## config.mk

```make
export PLATFORM = sky130hd
export DESIGN_NAME = fuzzy_zone_scheduler_flat
export DESIGN_NICKNAME = d
export VERILOG_FILES = /design/src/rtl/fuzzy_sched_pkg.sv /design/src/rtl/fuzzy_zone_scheduler_if.sv /design/src/rtl/rr_arbiter.sv /design/src/rtl/fuzzy_zone_scheduler.sv /design/src/flat_wrapper.sv
export SDC_FILE = /design/constraint.sdc
export NUM_CORES = 1
export LEC_CHECK = 0
export BUFFER_PORTS_ARGS = -buffer_cell sky130_fd_sc_hd__buf_2
export CAP_MARGIN = 20
export CELL_PAD_IN_SITES_DETAIL_PLACEMENT = 1
export CELL_PAD_IN_SITES_GLOBAL_PLACEMENT = 1
export CORE_MARGIN = 4
export CORE_UTILIZATION = 39
export CTS_CLUSTER_SIZE = 8
export DETAILED_ROUTE_END_ITERATION = 8
export PLACE_DENSITY_LB_ADDON = 0.1
export SETUP_SLACK_MARGIN = 0.05
export SLEW_MARGIN = 15
export SYNTH_ARGS = -nofsm -noshare
export SYNTH_HDL_FRONTEND = slang
export SYNTH_SLANG_ARGS = --single-unit
export TNS_END_PERCENT = 50
```

## constraint.sdc

```tcl
create_clock -name clk -period 9.8 [get_ports clk]
set_input_delay 1.96 -clock clk [delete_from_list [all_inputs] [get_ports clk]]
set_output_delay 1.96 -clock clk [all_outputs]
set_load 0.05 [all_outputs]
```

## src/rtl/fuzzy_sched_pkg.sv

```systemverilog
// Shared types and constants for the fuzzy-zone scheduler.
package fuzzy_sched_pkg;

  // Job sequencing states.
  typedef enum logic [1:0] {
    S_IDLE   = 2'd0,
    S_LAUNCH = 2'd1,
    S_WAIT   = 2'd2,
    S_RESP   = 2'd3
  } state_t;

  // Result reported to a zone whose job timed out.
  localparam logic [7:0] G_TIMEOUT = 8'h00;

  // Width of a zone index; never narrower than one bit.
  function automatic int idx_width(input int n_zones);
    return (n_zones > 1) ? $clog2(n_zones) : 1;
  endfunction

endpackage

```

## src/rtl/fuzzy_zone_scheduler_if.sv

```systemverilog
// Zone-side request/grant bus plus the handshake towards the fuzzy core.
interface fuzzy_zone_scheduler_if #(
  parameter int N_ZONES = 4
);

  logic [N_ZONES-1:0]   req;
  logic [8*N_ZONES-1:0] T_in;
  logic [8*N_ZONES-1:0] dT_in;
  logic [N_ZONES-1:0]   gnt;
  logic [N_ZONES-1:0]   done;
  logic [N_ZONES-1:0]   err;
  logic [7:0]           G_res;

  logic                 core_start;
  logic [7:0]           core_T;
  logic [7:0]           core_dT;
  logic                 core_busy;
  logic                 core_valid;
  logic [7:0]           core_G;

  // Scheduler view.
  modport slave (
    input  req, T_in, dT_in, core_busy, core_valid, core_G,
    output gnt, done, err, G_res, core_start, core_T, core_dT
  );

  // Environment view: the zones and the fuzzy core.
  modport master (
    output req, T_in, dT_in, core_busy, core_valid, core_G,
    input  gnt, done, err, G_res, core_start, core_T, core_dT
  );

endinterface

```

## src/rtl/rr_arbiter.sv

```systemverilog
// Combinational round-robin search: first requester at or above ptr,
// wrapping from N_ZONES-1 back to 0.
module rr_arbiter #(
  parameter int N_ZONES = 4,
  parameter int IW      = 2
) (
  input  logic [N_ZONES-1:0] req,
  input  logic [IW-1:0]      ptr,
  output logic [N_ZONES-1:0] gnt_onehot,
  output logic [IW-1:0]      idx
);

  logic          found;
  logic [IW-1:0] cand;

  // Zone index ptr+k, wrapped into 0..N_ZONES-1 (ptr is always in range).
  function automatic logic [IW-1:0] wrap_idx(input logic [IW-1:0] p, input int k);
    int s;
    s = int'(p) + k;
    if (s >= N_ZONES) s = s - N_ZONES;
    return IW'(s);
  endfunction

  // Walk the zones in priority order and keep the first one requesting.
  always_comb begin
    // NOTE: every output of a combinational block gets a default before any
    // branch; a path that leaves one unassigned would infer a latch.
    gnt_onehot = '0;
    idx        = '0;
    found      = 1'b0;
    cand       = '0;
    for (int k = 0; k < N_ZONES; k++) begin
      cand = wrap_idx(ptr, k);
      if (!found && req[cand]) begin
        found            = 1'b1;
        idx              = cand;
        gnt_onehot[cand] = 1'b1;
      end
    end
  end

endmodule

```

## src/rtl/fuzzy_zone_scheduler.sv

```systemverilog
// Shares one fuzzy core among N_ZONES requesters: round-robin capture of a
// zone's operands, one start pulse, bounded wait for the result, then a
// done (result) or err (timeout) pulse back to the served zone.
module fuzzy_zone_scheduler
  import fuzzy_sched_pkg::*;
#(
  parameter int N_ZONES = 4,
  parameter int TMO_CYC = 63
) (
  input  logic                   clk,
  input  logic                   rst,
  fuzzy_zone_scheduler_if.slave  bus
);

  localparam int IW = idx_width(N_ZONES);
  localparam int CW = $clog2(TMO_CYC + 1);
  // Counter value seen in the TMO_CYC-th WAIT cycle; the counter reaches
  // TMO_CYC at the end of that cycle.
  localparam logic [CW-1:0] TMO_LAST = CW'(TMO_CYC - 1);
  localparam logic [IW-1:0] IDX_MAX  = IW'(N_ZONES - 1);

  state_t               state;
  logic [IW-1:0]        ptr;
  logic [IW-1:0]        idx;
  logic [CW-1:0]        tmo_cnt;
  logic [IW-1:0]        arb_idx;
  logic [N_ZONES-1:0]   arb_gnt;

  rr_arbiter #(
    .N_ZONES (N_ZONES),
    .IW      (IW)
  ) u_rr_arbiter (
    .req        (bus.req),
    .ptr        (ptr),
    .gnt_onehot (arb_gnt),
    .idx        (arb_idx)
  );

  // Job sequencer; every output is registered here.
  always_ff @(posedge clk) begin
    if (rst) begin
      // NOTE: this block holds only control and output flops (no memory
      // arrays), so all of it is cleared; a reset mid-job drops the job
      // without a done or err pulse.
      state          <= S_IDLE;
      ptr            <= '0;
      idx            <= '0;
      tmo_cnt        <= '0;
      bus.gnt        <= '0;
      bus.done       <= '0;
      bus.err        <= '0;
      bus.core_start <= 1'b0;
      bus.G_res      <= '0;
      bus.core_T     <= '0;
      bus.core_dT    <= '0;
    end else begin
      // NOTE: sequential state uses non-blocking assignments only, so every
      // right-hand side below sees the value from before this edge.
      bus.done       <= '0;
      bus.err        <= '0;
      bus.core_start <= 1'b0;
      case (state)
        S_IDLE: begin
          if (|bus.req) begin
            idx            <= arb_idx;
            bus.gnt        <= arb_gnt;
            bus.core_T     <= bus.T_in[8*arb_idx +: 8];
            bus.core_dT    <= bus.dT_in[8*arb_idx +: 8];
            bus.core_start <= 1'b1;
            state          <= S_LAUNCH;
          end
        end
        S_LAUNCH: begin
          tmo_cnt <= '0;
          state   <= S_WAIT;
        end
        S_WAIT: begin
          tmo_cnt <= tmo_cnt + 1'b1;
          // A result in the last allowed cycle still counts as success.
          if (bus.core_valid) begin
            bus.G_res     <= bus.core_G;
            bus.done[idx] <= 1'b1;
            state         <= S_RESP;
          end else if (tmo_cnt == TMO_LAST) begin
            bus.G_res     <= G_TIMEOUT;
            bus.err[idx]  <= 1'b1;
            state         <= S_RESP;
          end
        end
        S_RESP: begin
          bus.gnt <= '0;
          ptr     <= (idx == IDX_MAX) ? '0 : idx + 1'b1;
          state   <= S_IDLE;
        end
        default: state <= S_IDLE;
      endcase
    end
  end

endmodule

```

## src/flat_wrapper.sv

```systemverilog
// flat-port wrapper written by rule: the top's interface ports become plain ports
module fuzzy_zone_scheduler_flat import fuzzy_sched_pkg::*;
#(
  parameter int N_ZONES = 4,
  parameter int TMO_CYC = 63
)
  (clk, rst, bus_req, bus_T_in, bus_dT_in, bus_core_busy, bus_core_valid, bus_core_G, bus_gnt, bus_done, bus_err, bus_G_res, bus_core_start, bus_core_T, bus_core_dT);
  fuzzy_zone_scheduler_if #(.N_ZONES(N_ZONES)) bus_i ();
  input  logic clk;
  input  logic rst;
  input wire logic [$bits(bus_i.req)-1:0] bus_req;
  input wire logic [$bits(bus_i.T_in)-1:0] bus_T_in;
  input wire logic [$bits(bus_i.dT_in)-1:0] bus_dT_in;
  input wire logic [$bits(bus_i.core_busy)-1:0] bus_core_busy;
  input wire logic [$bits(bus_i.core_valid)-1:0] bus_core_valid;
  input wire logic [$bits(bus_i.core_G)-1:0] bus_core_G;
  output wire logic [$bits(bus_i.gnt)-1:0] bus_gnt;
  output wire logic [$bits(bus_i.done)-1:0] bus_done;
  output wire logic [$bits(bus_i.err)-1:0] bus_err;
  output wire logic [$bits(bus_i.G_res)-1:0] bus_G_res;
  output wire logic [$bits(bus_i.core_start)-1:0] bus_core_start;
  output wire logic [$bits(bus_i.core_T)-1:0] bus_core_T;
  output wire logic [$bits(bus_i.core_dT)-1:0] bus_core_dT;
  assign bus_i.req = bus_req;
  assign bus_i.T_in = bus_T_in;
  assign bus_i.dT_in = bus_dT_in;
  assign bus_i.core_busy = bus_core_busy;
  assign bus_i.core_valid = bus_core_valid;
  assign bus_i.core_G = bus_core_G;
  assign bus_gnt = bus_i.gnt;
  assign bus_done = bus_i.done;
  assign bus_err = bus_i.err;
  assign bus_G_res = bus_i.G_res;
  assign bus_core_start = bus_i.core_start;
  assign bus_core_T = bus_i.core_T;
  assign bus_core_dT = bus_i.core_dT;
  fuzzy_zone_scheduler #(.N_ZONES(N_ZONES), .TMO_CYC(TMO_CYC)) u_core (.clk(clk), .rst(rst), .bus(bus_i));
endmodule
```

Word-level counts from Yosys, hierarchy flattened
Index checks and enable logic that the tools add are counted.
{"block": "totals", "ff_bits": 49, "inputBits": 80, "output_inout_bits": 37, "elab_cells": 117}
{"block": "op_classes", "add_sub_neg": 9, "magnitude_cmp": 14, "n_eq_ne": 7, "n_shift": 2, "muxes": 44, "n_bitwise": 7, "reduce_logical": 23}
{"op": "$shiftx A32 B6 Y8", "n": 2}
{"op": "$mux W2", "n": 12}
{"op": "$mux W4", "n": 5}
{"op": "$mux W8", "n": 2}
{"op": "$lt A2 B3 Y1 const B", "n": 5}
{"op": "$mux W1", "n": 13}
{"op": "$or A4 B4 Y4", "n": 3}
{"op": "$pmux W6 S2", "n": 1}
{"op": "$demux W1 S2", "n": 5}
{"op": "$ge A2 B1 Y1 const B", "n": 5}
{"op": "$ge A3 B3 Y1 const B", "n": 3}
{"op": "$bmux W1 S2", "n": 4}
{"op": "$logic_and A1 B1 Y1", "n": 8}
{"op": "$pmux W2 S4", "n": 1}
{"op": "$pmux W4 S2", "n": 1}
{"op": "$reduce_and A2 Y1", "n": 4}
{"op": "$reduce_or A4 Y1", "n": 2}
{"op": "$sub A2 B1 Y2 const B", "n": 4}
{"op": "$add A2 B2 Y3 const B", "n": 2}
{"op": "$add A6 B1 Y6 const B", "n": 1}
{"op": "$eq A2 B2 Y1 const B", "n": 3}
{"op": "$eq A6 B6 Y1 const B", "n": 1}
{"op": "$reduce_bool A2 Y1", "n": 3}
{"op": "$not A1 Y1", "n": 4}
{"op": "other kinds (10)", "n": 12}

Depth between registers and ports, before layout
Gate-level depths: netlist (run 1).
{"block": "logic_depth", "ltp_word": 16, "depth_mapped": 12, "depth_no_buf": 8}

Modules after synthesis
Synthesis (run 1) repeated with hierarchy kept, for this count alone.
{"block": "hier_totals", "hier_cells": 284, "area_unflattened_um2": 2733.9}
{"module": "fuzzy_zone_scheduler", "instances": 1, "cells_per_inst": 236, "area_each_um2": 2294.7, "seq_area_each_um2": 980.9}
{"module": "rr_arbiter", "instances": 1, "cells_per_inst": 48, "area_each_um2": 439.2, "seq_area_each_um2": 0.0}

Least setup slack after synthesis (run 1)
No wires, ideal clock.
{"block": "synth_path", "path_kind": "input-to-reg", "start": "in bus_req[0]", "end": "reg u_core.bus.core_T[0]", "setup_ns": 0.148, "t_arrival_ns": 3.859, "t_required_ns": 9.652, "slack_ns": 5.794, "stages": 7, "path_buffers": 2, "cell_sequence": "buf_6 mux4_2 o311a_1 a211oi_1 clkbuf_1 and3_1 a2111oi_2"}
{"block": "synth_via", "elab_chain_len": 13, "elab_cells_between_ends": 24, "cone_classes": "1 x shift; 15 x mux; 8 x reduce/logical"}
{"item": "start, declared", "line": "flat_wrapper.sv:11", "rtl": "input wire logic [$bits(bus_i.req)-1:0] bus_req;"}
{"item": "$bmux W1 S2", "line": "rr_arbiter.sv:34", "rtl": "if (!found && req[cand]) begin"}
{"item": "$mux W1 (implied by the code)", "line": "rr_arbiter.sv:34"}
{"item": "$mux W1", "line": "rr_arbiter.sv:34"}
{"item": "$logic_not A1 Y1", "line": "rr_arbiter.sv:34"}
{"item": "$logic_and A1 B1 Y1", "line": "rr_arbiter.sv:34"}
{"item": "$mux W1", "line": "rr_arbiter.sv:34"}
{"item": "$logic_not A1 Y1", "line": "rr_arbiter.sv:34"}
{"item": "$logic_and A1 B1 Y1", "line": "rr_arbiter.sv:34"}
{"item": "$mux W1", "line": "rr_arbiter.sv:34"}
{"item": "$logic_not A1 Y1", "line": "rr_arbiter.sv:34"}
{"item": "$logic_and A1 B1 Y1", "line": "rr_arbiter.sv:34"}
{"item": "$mux W2", "line": "rr_arbiter.sv:34"}
{"item": "$shiftx A32 B6 Y8", "line": "fuzzy_zone_scheduler.sv:67", "rtl": "bus.core_T <= bus.T_in[8*arb_idx +: 8];"}
{"item": "end signal, assigned", "line": "fuzzy_zone_scheduler.sv:67"}
{"item": "end, declared", "line": "fuzzy_zone_scheduler_if.sv:24", "rtl": "output gnt, done, err, G_res, core_start, core_T, core_dT"}
Several ways; a longest one is shown, not always the timed one. The select of a mux whose other input is x is not followed.
A chain may end at the register's enable or synchronous reset.

Worst setup path after layout (run 1)
{"block": "layout_path", "start": "in bus_req[3]", "end": "reg u_core.bus.core_T[5]"}
The elaborated chain is that of the path after synthesis.

==> impl_metrics.csv, run 1 <==
group,metric,value,unit
run_status,outcome,"finished clean",
pwr,swShare,0.512,
synth,yosys_most_used_dff,"dfxtp_1",
global_routing,grt_util_all_layers,0.191,
detailed_routing,wirelength,9.49,mm
floorplanning,dieWidth,99.0,um
synth,syn-num-nets,472,
timing,drv_slew,0,
layout,area_growth,21.3,%
global_routing,grt_most_used_layer,"met2",
synth,async_reset_ff_frac,0,
floorplanning,rows,32,
synth,yosysTopAreaCell,"dfxtp_1",
clock_tree,cts_setup_buffers,0,
global_routing,grt_pass1_vias,3235,
global_routing,use_met3,0.0531,
pwr,power.leakage,1.75,nW
place,dp_cells,567,
timing,max-slew-margin-rel,0.313,
pwr,combPwrFrac,0.597,
critical_path,end_kind,"flip-flop",
synth,syn_inst,375,
floorplanning,pin_count,117,
critical_path,cp_max_fo,29,
global_routing,grt_max_degree,52,
place,gp_congestion,0.726,
detailed_routing,num_vias,3237,
synth,yosys.cell_types.count,54,
clock_tree,cts_root_buffer,"clkbuf_8",
place,io_buffers,115,
timing,rsz0062_at_grt,"no",
place,dp_hpwl,7.05,mm
timing,setup_tns,0,ns
global_routing,grt.met2_usage,0.331,
clock_tree,cts_buffer_depth,2,
clock_tree,post_cts_hold_buffer_count,0,
timing,period_share,0.453,
detailed_routing,drc,0,
timing,skew,0.0118,ns
detailed_routing,drtIter0Drc,98,
pwr,seqPwrFrac,0.280,
clock_tree,post_cts_resized,0,
clock_tree,clk_pin_slew,0.10,ns
timing,period_needed,4.43,ns
layout,num_antenna_cells,0,
floorplanning,die_area,0.00981,mm2
pwr,vdd_drop_max,0.137,mV
critical_path,arrival,4.63,ns
timing,worst_pin_slew,1.03,ns
clock_tree,cts_buffers,5,
layout,final_cell_mix,"buf_2, dfxtp_1, nor2_1",
place,post-place-ws,5.01,ns
pwr,clock_power_share,0.123,
global_routing,antenna_found_initial,0,
detailed_routing,firstDrtPassIters,4,
layout,drive_gt1_frac,0.319,
synth,synth_seq_area_share,0.304,
layout,layout_commonest_cell,"buf_2",
clock_tree,worstSkewPairLatency,0.31,ns
global_routing,gr-total-overflow,0,
synth,yosysWarnings,0,
layout,final_nets,569,
clock_tree,clock-sinks,49,
layout,stdcell_count,575,
pwr,power_density,256,mW/mm2
timing,setup_slack,5.37,ns
critical_path,worst-setup-path-type,"in -> reg",
floorplanning,start_util,0.410,
critical_path,worstPathRequired,10.00,ns
timing,setup_viol,0,
synth,synth.top_cell.area_share,0.304,
run,maxCapViolations,0,
clock_tree,cts_tree,"done",
critical_path,reg2reg_setup_slack,6.02,ns
detailed_routing,wl_per_cell,16.5,um
pwr,power.switching,0.000514,W
timing,hold_violations,0,
synth,synth_seq_cells,49,
timing,fmax,225,MHz
timing,finalHoldWorstSlack,0.475,ns
synth,syn-cell-area,0.00323,mm2
clock_tree,htreeDepth,2,
synth,synth_area_per_cell,8.62,um2
global_routing,grt_pass1_wl,15.6,mm
global_routing,met1_usage,0.243,
pwr,intPower,0.000489,W
floorplanning,die_h,99.0,um
floorplanning,coreArea,0.00789,mm2
min_path,hold_path.class,"reg -> reg",
synth,synth-edff-count,0,
critical_path,start_kind,"primary input",
detailed_routing,antenna_left,0,
detailed_routing,via_per_inst,5.63,
synth,synthTopCellsByArea,"dfxtp_1, ha_1, a2111oi_2",
-- cell families after synthesis --
family                     after synthesis  share of synthesized area
buffers and inverters                   37                     0.0530
muxes                                   20                     0.0743
and+or+nand+nor                        136                      0.206
AOI/OAI and AO/OA                      113                      0.290
adders and majority gates               17                     0.0658
xor gates and xnor gates                 3                    0.00813
DFF                                     49                      0.304
-- cell usage after synthesis, types with 7 or more instances --
cell / count
o21ai_0: 15
a21oi_1: 15
dfxtp_1: 49
inv_1: 9
a221oi_1: 7
mux2i_1: 15
ha_1: 17
and2_1: 9
clkbuf_1: 16
a22o_1: 12
a32oi_1: 7
a22oi_1: 23
a2111oi_2: 13
nor2_1: 44
nand2_1: 37
and3_1: 13
-- state kept, by name, indices dropped and copies added (netlist names) --
| register | flops |
|---|---|
| u_core.ptr | 2 |
| u_core.bus.core_start | 1 |
| u_core.bus.G_res | 8 |
| u_core.bus.done | 4 |
| u_core.idx | 2 |
| u_core.bus.gnt | 4 |
| u_core.bus.err | 4 |
| u_core.tmo_cnt | 6 |
| u_core.bus.core_T | 8 |
| u_core.state | 2 |
| u_core.bus.core_dT | 8 |
-- critical path, stage by stage --
cell	delay [ns]
buf_2	0.18
mux4_2	0.76
nor2_2	0.28
a211o_1	0.80
nand2_1	0.10
and3_1	0.21
a2111oi_2	0.33
-- power groups by stage --
stage / sequential [W] / combinational (W) / clock [W]
floorplan: 0.000426 / 0.000322 / 0
global placement: 0.000282 / 0.000589 / 0
detailed placement: 0.000285 / 0.000603 / 0
CTS: 0.000281 / 0.000605 / 0.000127
global route: 0.000287 / 0.000653 / 0.000137
finish: 0.000281 / 0.000598 / 0.000124
-- per-stage QoR --
stage	cell area, um2	util	total power (W)
after floorplan	3230	-	0.000747
final	3920	0.497	0.00100
after global placement	3820	0.485	0.000871
after detailed placement	3820	0.485	0.000888
after CTS	3920	0.497	0.00101
after global routing	3920	0.497	0.00108
-- worst paths after layout --
| check | startpoint | end | cells after the start |
|---|---|---|---|
| worst min-delay path | u_core.bus.G_res[0] | u_core.bus.G_res[0] | 1 |
| worst max-delay path | bus_req[3] | u_core.bus.core_T[5] | 7 |
| worst max register to register | u_core.ptr[1] | u_core.bus.core_dT[6] | 8 |
| worst min register to register | u_core.bus.G_res[0] | u_core.bus.G_res[0] | 1 |
-- layout make-up --
class,count,area [um2]
inverters,9,33.8
fillers,973,3970
well taps,102,128
clock inverters,3,25.0
multi-input cells,289,2080
clock buffers,5,68.8
flip-flops and latches,49,981
repair buffers,118,598
-- metal layers --
layer | vias up | share of wire | wire [um]
met2 | 88 | 0.49 | 4640
met3 | 7 | 0.075 | 709
li1 | 1593 | - | -
met4 | 0 | 0.0053 | 50
met1 | 1549 | 0.43 | 4090
met5 | - | 0 | 0
(Power assumes the default switching activity.)
==> run 2, diff against run 1 <==
--- a/config.mk
+++ b/config.mk
@@ -10,7 +10,7 @@
 export CELL_PAD_IN_SITES_DETAIL_PLACEMENT = 1
 export CELL_PAD_IN_SITES_GLOBAL_PLACEMENT = 1
 export CORE_MARGIN = 4
-export CORE_UTILIZATION = 39
+export CORE_UTILIZATION = 36
 export CTS_CLUSTER_SIZE = 8
 export DETAILED_ROUTE_END_ITERATION = 8
 export PLACE_DENSITY_LB_ADDON = 0.1
==> constraint.sdc (replaced) <==
create_clock -name clk -period 4.5 [get_ports clk]
set_input_delay 0.9 -clock clk [delete_from_list [all_inputs] [get_ports clk]]
set_output_delay 0.9 -clock clk [all_outputs]
set_load 0.05 [all_outputs]
==> run 2 against run 1 <==
Net effect: clock power grew 120%; via count shrank 0.49%; combinational power grew 120%; design area grew 0.77%; critical path type is now reg -> reg; total power grew 120%; largest cell class unchanged; critical path depth grew 3; clock skew is essentially flat; highest routed layer unchanged; final cell count grew 1.4%.
==> impl_metrics.csv, run 2 (synthesis results as in run 1) <==
group,metric,value,unit
global_routing,grt_pass1_wl,15.0,mm
clock_tree,post_cts_hold_buffer_count,0,
critical_path,crit_top_cell,"buf_4",
pwr,power.leakage,1.77,nW
layout,final_core_util,0.453,
pwr,swShare,0.512,
clock_tree,cts_setup_buffers,0,
timing,setup_tns,0,ns
clock_tree,cts_tree,"done",
timing,rsz0062_at_grt,"no",
global_routing,grt_pass1_vias,3137,
clock_tree,clk_pin_slew,0.11,ns
critical_path,reg2reg_setup_slack,0.91,ns
pwr,vdd_drop_max,0.342,mV
global_routing,grt_max_degree,52,
timing,drv_slew,0,
detailed_routing,num_vias,3221,
global_routing,gr-total-overflow,0,
layout,final_cell_mix,"buf_2, dfxtp_1, nor2_1",
critical_path,path_cells,"buf_4 -> inv_1 -> ha_1 -> mux4_2 -> nor2b_1 -> buf_4 -> or4_1 -> o221ai_1 -> a311oi_1 -> a21boi_0",
global_routing,met1_usage,0.227,
timing,max-slew-margin-rel,0.371,
detailed_routing,via_per_inst,5.52,
global_routing,grt.met2_usage,0.296,
global_routing,use_met3,0.0480,
detailed_routing,drtIter0Drc,112,
critical_path,end_kind,"flip-flop",
pwr,combPwrFrac,0.595,
clock_tree,clock-sinks,49,
detailed_routing,wirelength,9.35,mm
floorplanning,die_h,103,um
global_routing,grt_util_all_layers,0.175,
timing,worst_pin_slew,0.942,ns
timing,setup_slack,0.914,ns
clock_tree,cts_root_buffer,"clkbuf_8",
global_routing,antenna_found_initial,0,
critical_path,worstPathBufferInverterCount,3,
detailed_routing,antenna_left,0,
timing,period_share,0.797,
layout,drive_gt1_frac,0.326,
timing,hold_violations,0,
timing,fmax,279,MHz
clock_tree,cts_buffer_depth,2,
floorplanning,die_area,0.0106,mm2
layout,layout_commonest_cell,"buf_2",
floorplanning,pin_count,117,
critical_path,worst-setup-path-type,"reg -> reg",
layout,final_nets,571,
detailed_routing,firstDrtPassIters,4,
pwr,intPower,0.00107,W
clock_tree,post_cts_resized,0,
timing,period_needed,3.59,ns
place,post-place-ws,0.891,ns
place,dp_hpwl,6.98,mm
critical_path,cpMaxStageDelayCell,"mux4_2",
timing,setup_viol,0,
pwr,seqPwrFrac,0.278,
place,io_buffers,115,
clock_tree,worstSkewPairLatency,0.32,ns
detailed_routing,wl_per_cell,16.0,um
pwr,power_density,555,mW/mm2
place,gp_congestion,0.743,
detailed_routing,drc,0,
floorplanning,start_util,0.371,
clock_tree,cts_buffers,5,
layout,area_growth,22.2,%
critical_path,arrival,3.82,ns
clock_tree,htreeDepth,2,
min_path,hold_path.class,"reg -> reg",
critical_path,critPathTopFamily,"simple AND/OR/NAND/NOR gates",
layout,top_regs,"u_core.bus.G_res (8), u_core.bus.core_T (8), u_core.bus.core_dT (8)",
critical_path,cp_max_fo,12,
global_routing,grt_most_used_layer,"met2",
run_status,outcome,"finished clean",
timing,skew,0.0115,ns
run,maxCapViolations,0,
pwr,clock_power_share,0.127,
layout,num_antenna_cells,0,
floorplanning,rows,34,
critical_path,slowest_delay,0.68,ns
critical_path,start_kind,"flip-flop",
pwr,power.switching,0.00112,W
floorplanning,dieWidth,103,um
floorplanning,coreArea,0.00872,mm2
critical_path,worstPathRequired,4.73,ns
==> run 2: path summary, 6_finish.rpt <==
path	to	cells after the start	from
max	u_core.bus.core_dT[6]	10	u_core.ptr[1]
min	u_core.bus.G_res[4]	1	u_core.bus.G_res[4]
max reg2reg	u_core.bus.core_dT[6]	10	u_core.ptr[1]
min reg2reg	u_core.bus.G_res[4]	1	u_core.bus.G_res[4]
==> run 2: layout make-up <==
| cell class | instances | area, um2 |
|---|---|---|
| clock buffer | 5 | 68.8 |
| clock inverter | 3 | 25.0 |
| fill | 1083 | 4770 |
| inverter | 9 | 33.8 |
| multi-input combinational | 289 | 2090 |
| sequential | 49 | 981 |
| tap | 108 | 135 |
| timing repair buffer | 120 | 613 |
==> run 2: metal layers <==
metal  share of wire  vias up  wire [um]
li1                -     1605          -
met1            0.44     1532       4090
met2            0.49       78       4570
met3           0.069        6        642
met4          0.0060        0         56
met5               0        -          0
==> run 2: worst register-to-register path: stages, from the launching register on <==
cell	delay [ns]
dfxtp_1	0.32
buf_4	0.18
inv_1	0.10
ha_1	0.53
mux4_2	0.68
nor2b_1	0.67
buf_4	0.27
or4_1	0.11
o221ai_1	0.13
a311oi_1	0.30
a21boi_0	0.22
==> run 2: power by group through the flow <==
stage               sequential, W  combinational [W]  clock [W]
CTS                      0.000610            0.00133   0.000284
detailed placement       0.000618            0.00132          0
floorplan                0.000927           0.000700          0
finish                   0.000609            0.00130   0.000278
global placement         0.000614            0.00130          0
global route             0.000623            0.00143   0.000299
==> run 2: stage by stage <==
stage	instances	area, um2	total power, W	hold WS [ns]
detailed placement	575	3850	0.00194	0.454
CTS	583	3950	0.00222	0.488
finish	583	3950	0.00219	0.480
global placement	575	3850	0.00191	0.450
floorplan	375	3230	0.00163	0.459
global route	583	3950	0.00235	0.509
==> run 3, diff against run 2 <==
==> constraint.sdc (replaced) <==
create_clock -name clk -period 3.3 [get_ports clk]
set_input_delay 0.66 -clock clk [delete_from_list [all_inputs] [get_ports clk]]
set_output_delay 0.66 -clock clk [all_outputs]
set_load 0.05 [all_outputs]
==> run 3 against run 2 <==
Net effect: flip-flop and latch count did not move; die area stayed put; final cell count rose by 1.4%; sequential power increased by 36%; largest power group unchanged; largest cell class unchanged; core utilization rose by 0.96 points; non-clock buffer count up 8; global-route usage rose by 0.65 points; maximum frequency increased by 21%; register-to-register slack worse by 0.57 ns; design area grew 2.1%.
==> impl_metrics.csv, run 3 (synthesis results as in run 1) <==
group,metric,value,unit
timing,period_share,0.895,
clock_tree,cts_buffers,5,
pwr,power_density,768,mW/mm2
detailed_routing,num_vias,3225,
min_path,hold_path.class,"reg -> reg",
floorplanning,pin_count,117,
critical_path,reg2reg_setup_slack,0.35,ns
clock_tree,cts_tree,"done",
timing,rsz0062_at_grt,"no",
timing,period_needed,2.95,ns
global_routing,grt_pass1_wl,15.4,mm
critical_path,crit_end,"u_core.bus.core_T[2]",
detailed_routing,dr.max_layer_used,"met4",
pwr,vdd_drop_max,0.450,mV
place,io_buffers,115,
floorplanning,dieWidth,103,um
detailed_routing,wl_per_cell,16.2,um
timing,drv_slew,0,
critical_path,start_kind,"flip-flop",
clock_tree,clock-sinks,49,
run_status,outcome,"finished clean",
critical_path,r2r-end,"u_core.bus.core_T[2]",
clock_tree,cts_setup_buffers,0,
layout,top_regs,"u_core.bus.G_res (8), u_core.bus.core_T (8), u_core.bus.core_dT (8)",
layout,drive_gt1_frac,0.335,
detailed_routing,wl_met2,4.69,mm
critical_path,worstPathRequired,3.50,ns
run,maxCapViolations,0,
timing,hold_violations,0,
floorplanning,coreArea,0.00872,mm2
timing,worst_pin_slew,0.869,ns
clock_tree,post_cts_hold_buffer_count,0,
global_routing,antenna_found_initial,0,
critical_path,end_kind,"flip-flop",
clock_tree,worstSkewPairLatency,0.30,ns
critical_path,worst-setup-path-type,"reg -> reg",
clock_tree,htreeDepth,2,
global_routing,grt_pass1_vias,3233,
detailed_routing,wl_met3,721,um
detailed_routing,antenna_left,0,
layout,layout_commonest_cell,"buf_2",
detailed_routing,firstDrtPassIters,4,
detailed_routing,wl_met1,4.07,mm
floorplanning,die_h,103,um
layout,final_cell_mix,"buf_2, dfxtp_1, nor2_1",
detailed_routing,via_per_inst,5.46,
place,dp_hpwl,7.21,mm
timing,setup_tns,0,ns
place,gp_congestion,0.768,
global_routing,gr-total-overflow,0,
critical_path,r2r-start,"u_core.ptr[0]",
detailed_routing,drtIter0Drc,79,
global_routing,grt_util_all_layers,0.182,
global_routing,grt_max_degree,51,
layout,final_nets,579,
critical_path,rr_worst_depth,8,
clock_tree,post_cts_resized,0,
clock_tree,cts_buffer_depth,2,
critical_path,crit_path_start,"u_core.ptr[0]",
clock_tree,clk_pin_slew,0.10,ns
layout,nFillCells,1090,
floorplanning,die_area,0.0106,mm2
critical_path,cp_max_fo,14,
layout,num_antenna_cells,0,
clock_tree,cts_root_buffer,"clkbuf_8",
timing,max-slew-margin-rel,0.418,
timing,fmax,339,MHz
floorplanning,rows,34,
timing,setup_viol,0,
layout,area_growth,24.8,%
critical_path,arrival,3.15,ns
floorplanning,start_util,0.371,
pwr,power.leakage,1.83,nW
detailed_routing,wirelength,9.57,mm
detailed_routing,drc,0,
timing,skew,0.00670,ns
layout,final_core_util,0.462,
==> run 3: worst min-delay path by stage <==
stage	startpoint	end	slack [ns]	cells after the start
2_1_floorplan	u_core.tmo_cnt[5]	u_core.tmo_cnt[5]	0.46	2
3_3_place_gp	u_core.bus.G_res[5]	u_core.bus.G_res[5]	0.45	1
3_5_place_dp	u_core.bus.G_res[0]	u_core.bus.G_res[0]	0.45	1
4_1_cts	u_core.bus.G_res[5]	u_core.bus.G_res[5]	0.48	1
5_1_grt	u_core.bus.G_res[6]	u_core.bus.G_res[6]	0.50	1
6_report	u_core.bus.G_res[5]	u_core.bus.G_res[5]	0.47	1
==> run 3: metal layers <==
layer / vias to the layer above / track usage
met1: 1516 / 0.224
met2: 88 / 0.319
met3: 9 / 0.0521
met4: 0 / 0.0309
li1: 1612 / -
met5: - / 0
==> run 3: through the flow <==
step / setup slack [ns] / cell area [um2] / std cells / hold slack (ns) / total power (W)
after floorplan: 0.202 / 3230 / 375 / 0.459 / 0.00222
after global placement: 0.332 / 3900 / 580 / 0.450 / 0.00264
after detailed placement: 0.279 / 3910 / 581 / 0.453 / 0.00268
after CTS: 0.281 / 4020 / 589 / 0.482 / 0.00313
after global routing: 0.0747 / 4030 / 591 / 0.496 / 0.00333
final: 0.348 / 4030 / 591 / 0.475 / 0.00310
==> run 3: power breakdown <==
part	total (W)	internal, W	switching (W)
Clock	0.000440	0.000227	0.000212
Sequential	0.000831	0.000742	0.0000890
Combinational	0.00183	0.000598	0.00123
Total	0.00310	0.00157	0.00153
==> run 3: final cells by class <==
| class | count | area (um2) | area share |
|---|---|---|---|
| multi-input cells | 289 | 2090 | 0.518 |
| flip-flops and latches | 49 | 981 | 0.243 |
| repair buffers | 128 | 683 | 0.169 |
| well taps | 108 | 135 | 0.0335 |
| clock buffers | 5 | 68.8 | 0.0171 |
| clock inverters | 3 | 43.8 | 0.0109 |
| inverters | 9 | 33.8 | 0.00838 |
==> run 3: worst max-delay path: stages (launching register included) <==
cell and delay [ns]:
dfxtp_1 0.38, inv_1 0.14, ha_1 0.35, mux4_2 0.56
buf_4 0.18, o311a_1 0.39, a21o_1 0.22, and2_4 0.26
a2111oi_1 0.36
